**config.mk**
```make
export PLATFORM = sky130hd
export DESIGN_NAME = gfx_pixel_serializer_flat
export DESIGN_NICKNAME = d
export VERILOG_FILES = /design/src/rtl/gfx_pixel_serializer_if.sv /design/src/rtl/gfx_pixel_serializer.sv /design/src/flat_wrapper.sv
export SDC_FILE = /design/constraint.sdc
export NUM_CORES = 1
export LEC_CHECK = 0
export BUFFER_PORTS_ARGS = -buffer_cell sky130_fd_sc_hd__buf_2
export CAP_MARGIN = 20
export CORE_MARGIN = 2
export CORE_UTILIZATION = 63
export DETAILED_ROUTE_END_ITERATION = 8
export MAX_ROUTING_LAYER = met4
export PLACE_DENSITY = 0.86
export SETUP_SLACK_MARGIN = 0.15
export SYNTH_ARGS = -nofsm -noshare
export SYNTH_HDL_FRONTEND = slang
export SYNTH_SLANG_ARGS = --single-unit
```
**constraint.sdc**
```tcl
create_clock -name CLK -period 4 [get_ports CLK]
set_input_delay 0 -clock CLK [delete_from_list [all_inputs] [get_ports CLK]]
set_output_delay 0 -clock CLK [all_outputs]
set_load 0.01 [all_outputs]
```
**src/rtl/gfx_pixel_serializer_if.sv**
```systemverilog
// Bus bundle for gfx_pixel_serializer: word load side (CLK_EN/LOAD/H/CR) and pixel output side.
// HALF_SEL and the double-width CR exist only when GFXSER_HALFSEL_EN is defined.
interface gfx_pixel_serializer_if #(
    parameter int BPP      = 4,
    parameter int WORD_PIX = 8,
    parameter int NCH      = 2
);
    localparam int STEPS = WORD_PIX / NCH;
    localparam int SW    = (STEPS > 1) ? $clog2(STEPS) : 1;
`ifdef GFXSER_HALFSEL_EN
    localparam int DW    = 2 * BPP * WORD_PIX;
`else
    localparam int DW    = BPP * WORD_PIX;
`endif

    logic                 CLK_EN;
    logic                 LOAD;
    logic                 H;
`ifdef GFXSER_HALFSEL_EN
    logic                 HALF_SEL;
`endif
    logic [DW-1:0]        CR;
    logic [NCH*BPP-1:0]   GD;
    logic [NCH-1:0]       DOT;
    logic                 BUSY;
    logic [SW-1:0]        STEP;
    logic                 UNDERRUN;
    logic                 OVERRUN;

`ifdef GFXSER_HALFSEL_EN
    modport master (output CLK_EN, LOAD, H, HALF_SEL, CR,
                    input  GD, DOT, BUSY, STEP, UNDERRUN, OVERRUN);
    modport slave  (input  CLK_EN, LOAD, H, HALF_SEL, CR,
                    output GD, DOT, BUSY, STEP, UNDERRUN, OVERRUN);
`else
    modport master (output CLK_EN, LOAD, H, CR,
                    input  GD, DOT, BUSY, STEP, UNDERRUN, OVERRUN);
    modport slave  (input  CLK_EN, LOAD, H, CR,
                    output GD, DOT, BUSY, STEP, UNDERRUN, OVERRUN);
`endif
endinterface

```
**src/rtl/gfx_pixel_serializer.sv**
```systemverilog
// Bitplane-to-pixel serializer with one-word pending buffer, H flip and underrun/overrun pulses.
// Optional GFXSER_HALFSEL_EN: CR is [upper | lower], HALF_SEL latched at load picks the half.
//   state   | meaning
//   S_IDLE  | no active word, outputs forced to zero
//   S_SHIFT | active word emitting NCH pixels per enable, STEP = current step
module gfx_pixel_serializer #(
    parameter int BPP      = 4,
    parameter int WORD_PIX = 8,
    parameter int NCH      = 2
) (
    input  logic                   CLK,
    input  logic                   RESET,
    gfx_pixel_serializer_if.slave  bus
);
    localparam int STEPS = WORD_PIX / NCH;
    localparam int SW    = (STEPS > 1) ? $clog2(STEPS) : 1;
    localparam int WW    = BPP * WORD_PIX;
    localparam logic [0:0]    S_IDLE    = 1'b0;
    localparam logic [0:0]    S_SHIFT   = 1'b1;
    localparam logic [SW-1:0] LAST_STEP = SW'(STEPS - 1);

    generate
        if (WORD_PIX % NCH != 0) begin : g_bad_nch
            $error("gfx_pixel_serializer: WORD_PIX must be a multiple of NCH");
        end
    endgenerate

    logic [0:0]         state, nxt_state;
    logic               pend_valid, nxt_pend_valid;
    logic [WW-1:0]      pend_word, nxt_pend_word;
    logic               pend_h, nxt_pend_h;
    logic [WW-1:0]      act_word, nxt_act_word;
    logic               act_h, nxt_act_h;
    logic [SW-1:0]      step_cnt, nxt_step;
    logic               transfer, underrun_n, overrun_n;
    logic [WW-1:0]      load_word;
    logic [BPP-1:0]     pix [WORD_PIX];
    logic [NCH*BPP-1:0] gd_n;
    logic [NCH-1:0]     dot_n;

`ifdef GFXSER_HALFSEL_EN
    assign load_word = bus.HALF_SEL ? bus.CR[2*WW-1:WW] : bus.CR[WW-1:0];
`else
    assign load_word = bus.CR;
`endif

    always_comb begin
        nxt_state      = state;
        nxt_pend_valid = pend_valid;
        nxt_pend_word  = pend_word;
        nxt_pend_h     = pend_h;
        nxt_act_word   = act_word;
        nxt_act_h      = act_h;
        nxt_step       = step_cnt;
        transfer       = 1'b0;
        underrun_n     = 1'b0;
        overrun_n      = 1'b0;

        if (state == S_IDLE) begin
            transfer = pend_valid;
        end else if (step_cnt == LAST_STEP) begin
            if (pend_valid) begin
                transfer = 1'b1;
            end else begin
                nxt_state  = S_IDLE;
                nxt_step   = '0;
                underrun_n = 1'b1;
            end
        end else begin
            nxt_step = step_cnt + SW'(1);
        end

        if (transfer) begin
            nxt_state      = S_SHIFT;
            nxt_act_word   = pend_word;
            nxt_act_h      = pend_h;
            nxt_step       = '0;
            nxt_pend_valid = 1'b0;
        end

        // A load on a transfer enable refills the just-emptied slot, so only a non-transfer load overruns.
        if (bus.LOAD) begin
            overrun_n      = pend_valid && !transfer;
            nxt_pend_word  = load_word;
            nxt_pend_h     = bus.H;
            nxt_pend_valid = 1'b1;
        end
    end

    always_comb begin
        for (int i = 0; i < WORD_PIX; i++) begin
            for (int p = 0; p < BPP; p++) begin
                pix[i][p] = nxt_act_word[p*WORD_PIX + i];
            end
        end
    end

    always_comb begin
        gd_n  = '0;
        dot_n = '0;
        if (nxt_state == S_SHIFT) begin
            for (int s = 0; s < STEPS; s++) begin
                if (nxt_step == SW'(s)) begin
                    for (int c = 0; c < NCH; c++) begin
                        gd_n[c*BPP +: BPP] = nxt_act_h ? pix[WORD_PIX-1-(s*NCH+c)] : pix[s*NCH+c];
                    end
                end
            end
            for (int c = 0; c < NCH; c++) begin
                dot_n[c] = |gd_n[c*BPP +: BPP];
            end
        end
    end

    always_ff @(posedge CLK) begin
        if (RESET) begin
            state        <= S_IDLE;
            pend_valid   <= 1'b0;
            pend_word    <= '0;
            pend_h       <= 1'b0;
            act_word     <= '0;
            act_h        <= 1'b0;
            step_cnt     <= '0;
            bus.GD       <= '0;
            bus.DOT      <= '0;
            bus.BUSY     <= 1'b0;
            bus.STEP     <= '0;
            bus.UNDERRUN <= 1'b0;
            bus.OVERRUN  <= 1'b0;
        end else if (bus.CLK_EN) begin
            state        <= nxt_state;
            pend_valid   <= nxt_pend_valid;
            pend_word    <= nxt_pend_word;
            pend_h       <= nxt_pend_h;
            act_word     <= nxt_act_word;
            act_h        <= nxt_act_h;
            step_cnt     <= nxt_step;
            bus.GD       <= gd_n;
            bus.DOT      <= dot_n;
            bus.BUSY     <= (nxt_state == S_SHIFT);
            bus.STEP     <= nxt_step;
            bus.UNDERRUN <= underrun_n;
            bus.OVERRUN  <= overrun_n;
        end
    end
endmodule
```
**src/flat_wrapper.sv**
```systemverilog
// flat-port wrapper written by rule: the top's interface ports become plain ports
module gfx_pixel_serializer_flat 
#(
    parameter int BPP      = 4,
    parameter int WORD_PIX = 8,
    parameter int NCH      = 2
)
  (CLK, RESET, bus_CLK_EN, bus_LOAD, bus_H, bus_CR, bus_GD, bus_DOT, bus_BUSY, bus_STEP, bus_UNDERRUN, bus_OVERRUN);
  gfx_pixel_serializer_if #(.BPP(BPP), .WORD_PIX(WORD_PIX), .NCH(NCH)) bus_i ();
  input  logic CLK;
  input  logic RESET;
  input wire logic [$bits(bus_i.CLK_EN)-1:0] bus_CLK_EN;
  input wire logic [$bits(bus_i.LOAD)-1:0] bus_LOAD;
  input wire logic [$bits(bus_i.H)-1:0] bus_H;
  input wire logic [$bits(bus_i.CR)-1:0] bus_CR;
  output wire logic [$bits(bus_i.GD)-1:0] bus_GD;
  output wire logic [$bits(bus_i.DOT)-1:0] bus_DOT;
  output wire logic [$bits(bus_i.BUSY)-1:0] bus_BUSY;
  output wire logic [$bits(bus_i.STEP)-1:0] bus_STEP;
  output wire logic [$bits(bus_i.UNDERRUN)-1:0] bus_UNDERRUN;
  output wire logic [$bits(bus_i.OVERRUN)-1:0] bus_OVERRUN;
  assign bus_i.CLK_EN = bus_CLK_EN;
  assign bus_i.LOAD = bus_LOAD;
  assign bus_i.H = bus_H;
  assign bus_i.CR = bus_CR;
  assign bus_GD = bus_i.GD;
  assign bus_DOT = bus_i.DOT;
  assign bus_BUSY = bus_i.BUSY;
  assign bus_STEP = bus_i.STEP;
  assign bus_UNDERRUN = bus_i.UNDERRUN;
  assign bus_OVERRUN = bus_i.OVERRUN;
  gfx_pixel_serializer #(.BPP(BPP), .WORD_PIX(WORD_PIX), .NCH(NCH)) u_core (.CLK(CLK), .RESET(RESET), .bus(bus_i));
endmodule
```
==> results.yml, run 1 <==
run_status:
  status: "completed"
synthesis:
  ys_seq_area_share_pct: 38.8
  synth_top_area_share_pct: 38.8
  syn_inst: 539
  synth.avg_cell_area_um2: 7.85
  synth.largest_area_cell: "dfxtp_1"
  synth_warnings: 0
  ys_types: 56
  synthMostInstantiatedCell: "nand2_1"
  synthTopCellsByArea: "dfxtp_1 (39%), nand2_1 (14%), a21oi_1 (11%), mux2i_1 (8.3%), a211oi_1 (2.5%)"
  synthesis.area_mm2: 0.00423
  yosys-top-cells-count: "nand2_1 (160), a21oi_1 (89), dfxtp_1 (82), mux2i_1 (35), clkbuf_1 (23)"
  ys_seq_elements: 82
  synth_edf_count: 0
  syn-num-nets: 577
  synthFlopType: "dfxtp_1"
  async_flop_share_pct: 0
sta:
  hold_violations: 0
  worst_slew_pin_slew_ps: 886
  timing.final.ws_setup_ps: 859
  finalCritPeriodShare_pct: 78.5
  finalMaxSlewViolations: 0
  skew_ps: 20.6
  fin_tns_setup_ps: 0
  finalSetupViolCount: 0
  fmax_mhz: 318
  holdWs_ps: 292
  rsz0062_at_grt: "false"
  slew-limit-headroom_pct: 40.7
  finalCriticalPeriod_ps: 3140
cts:
  cts_max_path_buffers: 2
  cts-root-buf: "clkbuf_8"
  cts_resized: 0
  postCtsSetupRepairBufs: 0
  numClockSinks: 82
  holdBufCountCts: 35
  htreeDepth: 3
  path_clk_slew_ps: 90
  cts_tree: "yes"
  cts_made_buffers: 9
  clock_latency_ps: 370
setup_path:
  cp.required_ps: 4210
  start_kind: "register"
  crit_start: "u_core.step_cnt[0]"
  reg2reg_slack_ps: 860
  crit_type: "register to register"
  r2r-end: "u_core.bus.DOT[0]"
  path_max_fanout: 14
  r2r_start: "u_core.step_cnt[0]"
  endpoint_kind: "register"
  reg2regPathDepth: 7
  worstPathArrival_ps: 3350
power:
  power_mw: 1.73
  power.density_mw_per_mm2: 344
  switching_power_uw: 485
  peakVddDrop_mv: 0.254
  combPwrFrac_pct: 13.3
  p_int_mw: 1.25
  p_sw_share_pct: 28.0
  clkPwrFrac_pct: 36.7
  seq_power_share_pct: 49.9
  p_leak_nw: 1.84
drt:
  drt-total-wl_mm: 11.8
  drtAntennaViolNets: 0
  drtIter0Drc: 493
  vias: 4208
  wl_per_cell_um: 17.2
  first_pass_iters: 6
  vias_per_cell: 6.15
  drcViolationCount: 0
die:
  die-height_um: 85.9
  die_width_um: 85.9
  ioPinCount: 52
  dieArea_mm2: 0.00739
  start_util_pct: 65.9
  core_mm2: 0.00642
  rows: 29
final_layout:
  layout-drive-gt1-share_pct: 16.1
  area_growth_pct: 18.9
  nets: 640
  nFillCells: 446
  antenna_cells: 0
  layout.cells.non_filler: 684
hold_path:
  hold_end: "u_core.bus.GD[1]"
  holdPathStages: 3
  min_path_type: "input pin to register"
  worstHoldStart: "RESET"
grt:
  grt_pass1_wl_mm: 19.0
  grt_max_degree: 83
  gr-total-overflow: 0
  antenna_found_initial: 0
  grt_pass1_vias: 3877
  grt_usage_pct: 33.7
placed_design:
  dp_hpwl_mm: 7.26
  io_buffers: 51
  place_ws_ps: 836
  place_congestion: 0.935
  placed_cells: 632
flow_run:
  maxCapViolCount: 0
==> placed cells by master, fill, tap and decap left out, types with 3 or more instances in the layout <==
cell type | netlist | final
a211oi_1 | 14 | 14
a21oi_1 | 89 | 89
a22oi_1 | 4 | 4
a311oi_1 | 4 | 4
buf_2 | 13 | 51
buf_4 | 5 | 8
clkbuf_8 | 0 | 10
dfxtp_1 | 82 | 82
dlygate4sd3_1 | 0 | 35
inv_1 | 6 | 6
mux2i_1 | 35 | 35
nand2_1 | 160 | 160
nand3_1 | 3 | 3
nor2_1 | 15 | 14
nor2b_1 | 14 | 14
nor3_1 | 6 | 6
o21ai_0 | 9 | 9
o221ai_1 | 3 | 3
==> power groups by stage <==
stage	combinational [mW]	clock [mW]	sequential [mW]
floorplan	0.146	0	0.872
global placement	0.185	0	0.881
detailed placement	0.193	0	0.882
CTS	0.220	0.629	0.863
global route	0.249	0.669	0.867
finish	0.230	0.636	0.864
==> per-stage QoR <==
| step | cell area [µm²] | util, % |
|---|---|---|
| 6_report | 5030 | 78.3 |
| 5_1_grt | 5030 | 78.3 |
| 4_1_cts | 5000 | 77.9 |
| 3_5_place_dp | 4450 | 69.3 |
| 3_3_place_gp | 4420 | 68.8 |
| 2_1_floorplan | 4230 | - |
==> state kept, by name (all words and copies together) (netlist names) <==
| signal | count |
|---|---|
| u_core.act_word | 32 |
| u_core.pend_word | 32 |
| u_core.bus.GD | 8 |
| u_core.bus.DOT | 2 |
| u_core.step_cnt | 2 |
| u_core.act_h | 1 |
| u_core.bus.BUSY | 1 |
| u_core.bus.OVERRUN | 1 |
| u_core.bus.UNDERRUN | 1 |
| u_core.pend_h | 1 |
| u_core.pend_valid | 1 |
==> worst max-delay path by stage <==
stage	endpoint	depth (start not counted)
global placement	u_core.act_word[3]	6
detailed placement	u_core.act_word[31]	6
finish	u_core.bus.DOT[0]	7
CTS	u_core.act_word[31]	6
floorplan	u_core.bus.DOT[0]	7
global route	u_core.bus.DOT[0]	7
==> layer usage <==
metal / part of all wire [%] / vias up / track usage (%)
met4: 2.8 / 0 / 14.7
li1: - / 2008 / -
met2: 47 / 196 / 52.1
met5: 0 / - / -
met3: 6.6 / 40 / 6.16
met1: 44 / 1964 / 43.1
==> final cells by class <==
| type | count | area [µm²] | area share [%] |
|---|---|---|---|
| clock buffer | 11 | 141 | 2.81 |
| timing repair buffer | 96 | 721 | 14.3 |
| tap | 77 | 96.3 | 1.92 |
| clock inverter | 5 | 60.1 | 1.19 |
| inverter | 6 | 22.5 | 0.448 |
| multi-input combinational | 407 | 2350 | 46.7 |
| sequential | 82 | 1640 | 32.6 |
==> logic make-up after synthesis <==
group / after synthesis / share of synthesized area, %
AO/OA/AOI/OAI: 154 / 24.2
adder cells (fa/ha/maj): 1 / 0.296
buffers and inverters: 50 / 5.80
flip-flops: 82 / 38.8
multiplexers: 37 / 8.81
AND/OR/NAND/NOR: 215 / 22.1
==> critical path: stages (launching register included) <==
cell     delay, ps
dfxtp_1        570
ha_1           430
nor2b_4        150
nor2_1         700
a311o_2        290
nand4_2        150
o41ai_2        540
a41oi_1        170
Note: power is estimated with default switching activity, not from simulation.
==> inputs of run 2 (changes only) <==
Settings changed: CORE_UTILIZATION 63 to 52, PLACE_DENSITY 0.86 to 0.75.
Clock period 4 ns to 2.7 ns, I/O delays scaled along.
==> results.yml, run 2 (synthesized netlist as in run 1, its figures left out) <==
run_status:
  status: "completed"
sta:
  hold_violations: 0
  rsz0062_at_grt: "false"
  finalSetupViolCount: 0
  finalCriticalPeriod_ps: 2490
  fin_tns_setup_ps: 0
  worst_slew_pin_slew_ps: 791
  finalCritPeriodShare_pct: 92.2
  fmax_mhz: 402
  slew-limit-headroom_pct: 47.3
  skew_ps: 15.2
  finalMaxSlewViolations: 0
cts:
  cts_made_buffers: 9
  clock_latency_ps: 360
  cts-root-buf: "clkbuf_8"
  path_clk_slew_ps: 100
  numClockSinks: 82
  cts_tree: "yes"
  htreeDepth: 3
  cts_max_path_buffers: 2
  postCtsSetupRepairBufs: 0
setup_path:
  cpMaxStageDelayCell: "dfxtp_1"
  crit_type: "register to register"
  max_stage_delay_ps: 480
  endpoint_kind: "register"
  reg2reg_slack_ps: 210
  path_max_fanout: 11
  cp_cell_sequence: "ha_4, nor2b_4, buf_4, a2111oi_1, or4_1, nand4_2, o41ai_2, a41oi_1"
  cp.required_ps: 2900
  path_delay_family: "compound AO/OA/AOI/OAI gates"
  path_buf_inv: 1
  start_kind: "register"
  worstPathArrival_ps: 2690
drt:
  wl_per_cell_um: 16.9
  drtAntennaViolNets: 0
  first_pass_iters: 5
  vias: 4066
  drt-total-wl_mm: 12.2
  vias_per_cell: 5.66
  drcViolationCount: 0
  drtIter0Drc: 211
power:
  switching_power_uw: 729
  p_sw_share_pct: 27.4
  power_mw: 2.66
  p_leak_nw: 1.92
  peakVddDrop_mv: 0.326
  power.density_mw_per_mm2: 510
  combPwrFrac_pct: 13.5
  seq_power_share_pct: 48.1
  clkPwrFrac_pct: 38.4
  p_int_mw: 1.93
final_layout:
  nets: 649
  layout-drive-gt1-share_pct: 18.3
  area_growth_pct: 23.3
  reg_top3: "u_core.act_word x32, u_core.pend_word x32, u_core.bus.GD x8"
  nFillCells: 672
  final_common_cell: "nand2_1"
  final_cell_mix: "nand2_1 (160), a21oi_1 (88), dfxtp_1 (82), buf_2 (51), mux2i_1 (35)"
  antenna_cells: 0
grt:
  grt_pass1_wl_mm: 19.7
  grt_pass1_vias: 3911
  grt_usage_pct: 29.0
  grt_max_degree: 45
  gr-total-overflow: 0
  antenna_found_initial: 0
flow_run:
  maxCapViolCount: 0
die:
  die_width_um: 94.2
  ioPinCount: 52
  die-height_um: 94.2
  core_mm2: 0.00781
  rows: 32
  start_util_pct: 54.2
  dieArea_mm2: 0.00887
placed_design:
  place_congestion: 0.876
  io_buffers: 51
  dp_hpwl_mm: 8.02
hold_path:
  min_path_type: "input pin to register"
run 2: changes by cell type in the layout (fill, tap and decap cells not counted), sizes merged:
| cell | change |
|---|---|
| dlygate4sd3 | -1 |
| clkinvlp | -1 |
| clkinv | +1 |
| buf | +10 |
| clkbuf | -2 |
| inv | +1 |
| bufinv | +1 |
run 2: worst paths after layout:
path	end	cells past startpoint	from
setup / recovery	u_core.bus.DOT[0]	8	u_core.step_cnt[1]
hold / removal	u_core.bus.OVERRUN	3	bus_CLK_EN
setup reg to reg	u_core.bus.DOT[0]	8	u_core.step_cnt[1]
hold reg to reg	u_core.act_word[23]	2	u_core.act_word[23]
run 2: power groups by stage:
| stage | logic [mW] | registers (mW) | clock network (mW) |
|---|---|---|---|
| 5_1_grt | 0.392 | 1.28 | 1.08 |
| 4_1_cts | 0.341 | 1.28 | 1.03 |
| 6_report | 0.358 | 1.28 | 1.02 |
| 3_5_place_dp | 0.303 | 1.31 | 0 |
| 2_1_floorplan | 0.216 | 1.29 | 0 |
| 3_3_place_gp | 0.299 | 1.30 | 0 |
run 2: per-stage QoR:
step | std cells | cell area (µm²) | util (%) | worst slack (ps) | hold slack (ps)
2_1_floorplan | 539 | 4230 | - | 558 | 136
4_1_cts | 717 | 5140 | 65.8 | 205 | 71.8
6_report | 718 | 5220 | 66.8 | 210 | 66.4
3_5_place_dp | 667 | 4570 | 58.6 | 185 | 245
3_3_place_gp | 667 | 4570 | 58.6 | 212 | 240
5_1_grt | 718 | 5220 | 66.8 | 124 | 69.2
run 2: area by class of cell:
type | count | area, µm² | area share [%]
sequential | 82 | 1640 | 31.5
clock inverter | 7 | 98.8 | 1.89
timing repair buffer | 105 | 803 | 15.4
tap | 102 | 128 | 2.45
multi-input combinational | 407 | 2400 | 46.0
inverter | 6 | 22.5 | 0.432
clock buffer | 9 | 124 | 2.37
run 2: per-layer routing:
metal  up-vias  track usage [%]  routed length [µm]
met5         -                -                   0
met3        18             4.82                 549
met2       117             48.0                5870
met4         0             8.57                 242
li1       2024                -                   -
met1      1907             36.7                5500
run 2: worst register-to-register path, cell delays in order (launching register included):
cell	delay [ps]
dfxtp_1	480
ha_4	240
nor2b_4	60
buf_4	180
a2111oi_1	470
or4_1	190
nand4_2	150
o41ai_2	410
a41oi_1	160
run 2: repair_timing:
| action | CTS | global route |
|---|---|---|
| hold endpoints to repair | 34 | 0 |
| gates resized for setup | 1 | 7 |
| gates cloned | 0 | 0 |
| endpoints found under the setup margin | 1 | 6 |
| pin swaps | 0 | 2 |
| hold buffers | 34 | 0 |
==> inputs of run 3 (changes only) <==
Settings changed: ABC_AREA from default to 1.
Clock period 2.7 ns to 2.05 ns, I/O delays scaled along.
==> results.yml, run 3 <==
die:
  die-height_um: 94.3
  die_width_um: 94.3
  core_mm2: 0.00781
  dieArea_mm2: 0.00890
  start_util_pct: 54.3
  ioPinCount: 52
  rows: 32
setup_path:
  reg2regPathDepth: 12
  max_stage_delay_ps: 340
  cp_cell_sequence: "ha_4, nand3b_1, nand2_2, nor2_4, nor2_4, nand2_2, nor2_4, nor2_4, nand2_2, nand3_2, nor2_1, nor2_1"
  start_kind: "register"
  cp.required_ps: 2290
  cpMaxStageDelayCell: "dfxtp_2"
  path_buf_inv: 0
  reg2reg_slack_ps: 90
  r2r_start: "u_core.step_cnt[0]"
  endpoint_kind: "register"
  crit_path_frequent_cell: "nor2_4"
  r2r-end: "u_core.bus.DOT[0]"
  worstPathArrival_ps: 2200
  path_delay_family: "simple AND/OR/NAND/NOR gates"
  crit_type: "register to register"
  path_depth: 12
  path_max_fanout: 8
sta:
  slew-limit-headroom_pct: 64.3
  finalCriticalPeriod_ps: 1960
  worst_slew_pin_slew_ps: 534
  rsz0062_at_grt: "true"
  finalSetupViolCount: 0
  finalMaxSlewViolations: 0
  holdWs_ps: 153
  finalCritPeriodShare_pct: 95.5
  timing.final.ws_setup_ps: 92.0
  fmax_mhz: 511
  skew_ps: 8.79
  hold_violations: 0
final_layout:
  final_cell_mix: "nand2_1 (165), inv_1 (90), dfxtp_1 (78), o21ai_0 (58), nor2_1 (52)"
  nFillCells: 634
  nets: 791
  reg_top3: "u_core.act_word x32, u_core.pend_word x32, u_core.bus.GD x8"
  area_growth_pct: 32.9
  design_area_mm2: 0.00564
  layout-drive-gt1-share_pct: 22.3
  layout.cells.non_filler: 860
  antenna_cells: 0
  final_common_cell: "nand2_1"
drt:
  wl_per_cell_um: 14.8
  vias_per_cell: 5.36
  drt-total-wl_mm: 12.7
  first_pass_iters: 6
  drtAntennaViolNets: 0
  drcViolationCount: 0
  drtIter0Drc: 391
  vias: 4613
hold_path:
  min_path_type: "input pin to register"
  holdPathStages: 5
  worstHoldStart: "bus_CLK_EN"
  hold_end: "u_core.bus.DOT[1]"
synthesis:
  yosys-top-cells-count: "nand2_1 (180), inv_1 (91), dfxtp_1 (82), o21ai_0 (64), nor2_1 (58)"
  synthTopCellsByArea: "dfxtp_1 (39%), nand2_1 (16%), inv_1 (8.1%), o21ai_0 (7.5%), nand3_1 (6.1%)"
  syn-num-nets: 696
  synth_warnings: 0
  synth.largest_area_cell: "dfxtp_1"
  syn_inst: 658
  ys_seq_area_share_pct: 38.7
  ys_seq_elements: 82
  ys_types: 25
  synth_edf_count: 0
  async_flop_share_pct: 0
  synth_top_area_share_pct: 38.7
  synthMostInstantiatedCell: "nand2_1"
  synth.avg_cell_area_um2: 6.45
  synthFlopType: "dfxtp_1"
  synthesis.area_mm2: 0.00424
cts:
  htreeDepth: 3
  cts-root-buf: "clkbuf_8"
  path_clk_slew_ps: 90
  numClockSinks: 82
  cts_tree: "yes"
  cts_max_path_buffers: 2
  clock_latency_ps: 350
  cts_made_buffers: 9
placed_design:
  io_buffers: 51
  place_congestion: 0.858
  place_ws_ps: -87.2
  dp_hpwl_mm: 7.49
  placed_cells: 798
  dpl_cell_area_mm2: 0.00462
grt:
  grt_max_degree: 54
  grt_pass1_wl_mm: 19.8
  grt_pass1_vias: 4282
  antenna_found_initial: 0
  gr-total-overflow: 0
  grt_usage_pct: 29.3
run_status:
  status: "completed"
flow_run:
  maxCapViolCount: 0
power:
  power_mw: 3.88
  power.density_mw_per_mm2: 688
  peakVddDrop_mv: 0.496
  p_leak_nw: 2.79
[run 3: cell types whose count changed after synthesis, sizes merged, moves of 15 or more]
cell	before	now
a211oi	15	0
a21oi	89	45
inv	6	93
mux2i	35	0
nand2	161	187
nand3	3	53
nor2	15	62
nor2b	16	0
o211ai	0	16
o21ai	9	73
[run 3: routing by layer]
metal | vias to the layer above | share of wire [%] | GRT usage (%)
li1 | 2261 | - | -
met1 | 2071 | 43 | 37.9
met2 | 233 | 46 | 45.7
met3 | 48 | 7.9 | 4.87
met4 | 0 | 3.3 | 12.1
met5 | - | 0 | -
[run 3: logic make-up after synthesis]
logic type	after synthesis	share of synthesized area (%)
buffers and inverters	133	13.6
AOI/OAI and AO/OA	134	16.9
and+or+nand+nor	308	30.5
adders and majority gates	1	0.295
DFF	82	38.7
[run 3: final cells by class]
cell class                 count  area (µm²)  share of cell area (%)
multi-input combinational    443        2270                    40.3
clock buffer                  10         128                    2.26
tap                          102         128                    2.26
clock inverter                 6        50.0                   0.888
inverter                      93         352                    6.23
sequential                    82        1650                    29.2
timing repair buffer         124        1060                    18.8
[run 3: where the power goes]
part | switching [mW] | leakage, nW | total [mW] | internal [mW]
clock | 0.644 | 0.0771 | 1.10 | 0.453
sequential | 0.0614 | 0.677 | 1.76 | 1.70
combinational | 0.594 | 2.04 | 1.02 | 0.427
[run 3: per-stage QoR]
stage                     util [%]  TNS (ps)
after global routing          72.2     -32.8
after floorplan                  -         0
final                         72.2         0
after detailed placement      59.2      -136
after global placement        59.2     -34.1
after CTS                     68.4         0
[run 3: worst max path at each step]
| stage | from | end | slack, ps |
|---|---|---|---|
| final | u_core.step_cnt[0] | u_core.bus.DOT[0] | 90 |
| after global routing | u_core.step_cnt[0] | u_core.bus.DOT[0] | -30 |
| after CTS | u_core.step_cnt[0] | u_core.bus.DOT[0] | 150 |
| after detailed placement | u_core.step_cnt[0] | u_core.bus.GD[3] | -90 |
| after global placement | u_core.step_cnt[0] | u_core.bus.GD[3] | -30 |
| after floorplan | u_core.step_cnt[0] | u_core.bus.DOT[0] | 150 |
[run 3: what timing repair did]
item,4_1_cts,5_1_grt
endpoints found under the hold margin,33,0
endpoints found under the setup margin,10,9
pin swaps,5,25
setup buffers,3,5
hold buffers,33,0
gates cloned,2,3
gates resized for setup,33,49
[run 3: worst register-to-register path: stages (launching register included)]
cell and delay (ps):
dfxtp_2 340, ha_4 220, nand3b_1 190, nand2_2 110, nor2_4 60, nor2_4 300
nand2_2 120, nor2_4 140, nor2_4 50, nand2_2 80, nand3_2 80, nor2_1 100
nor2_1 40
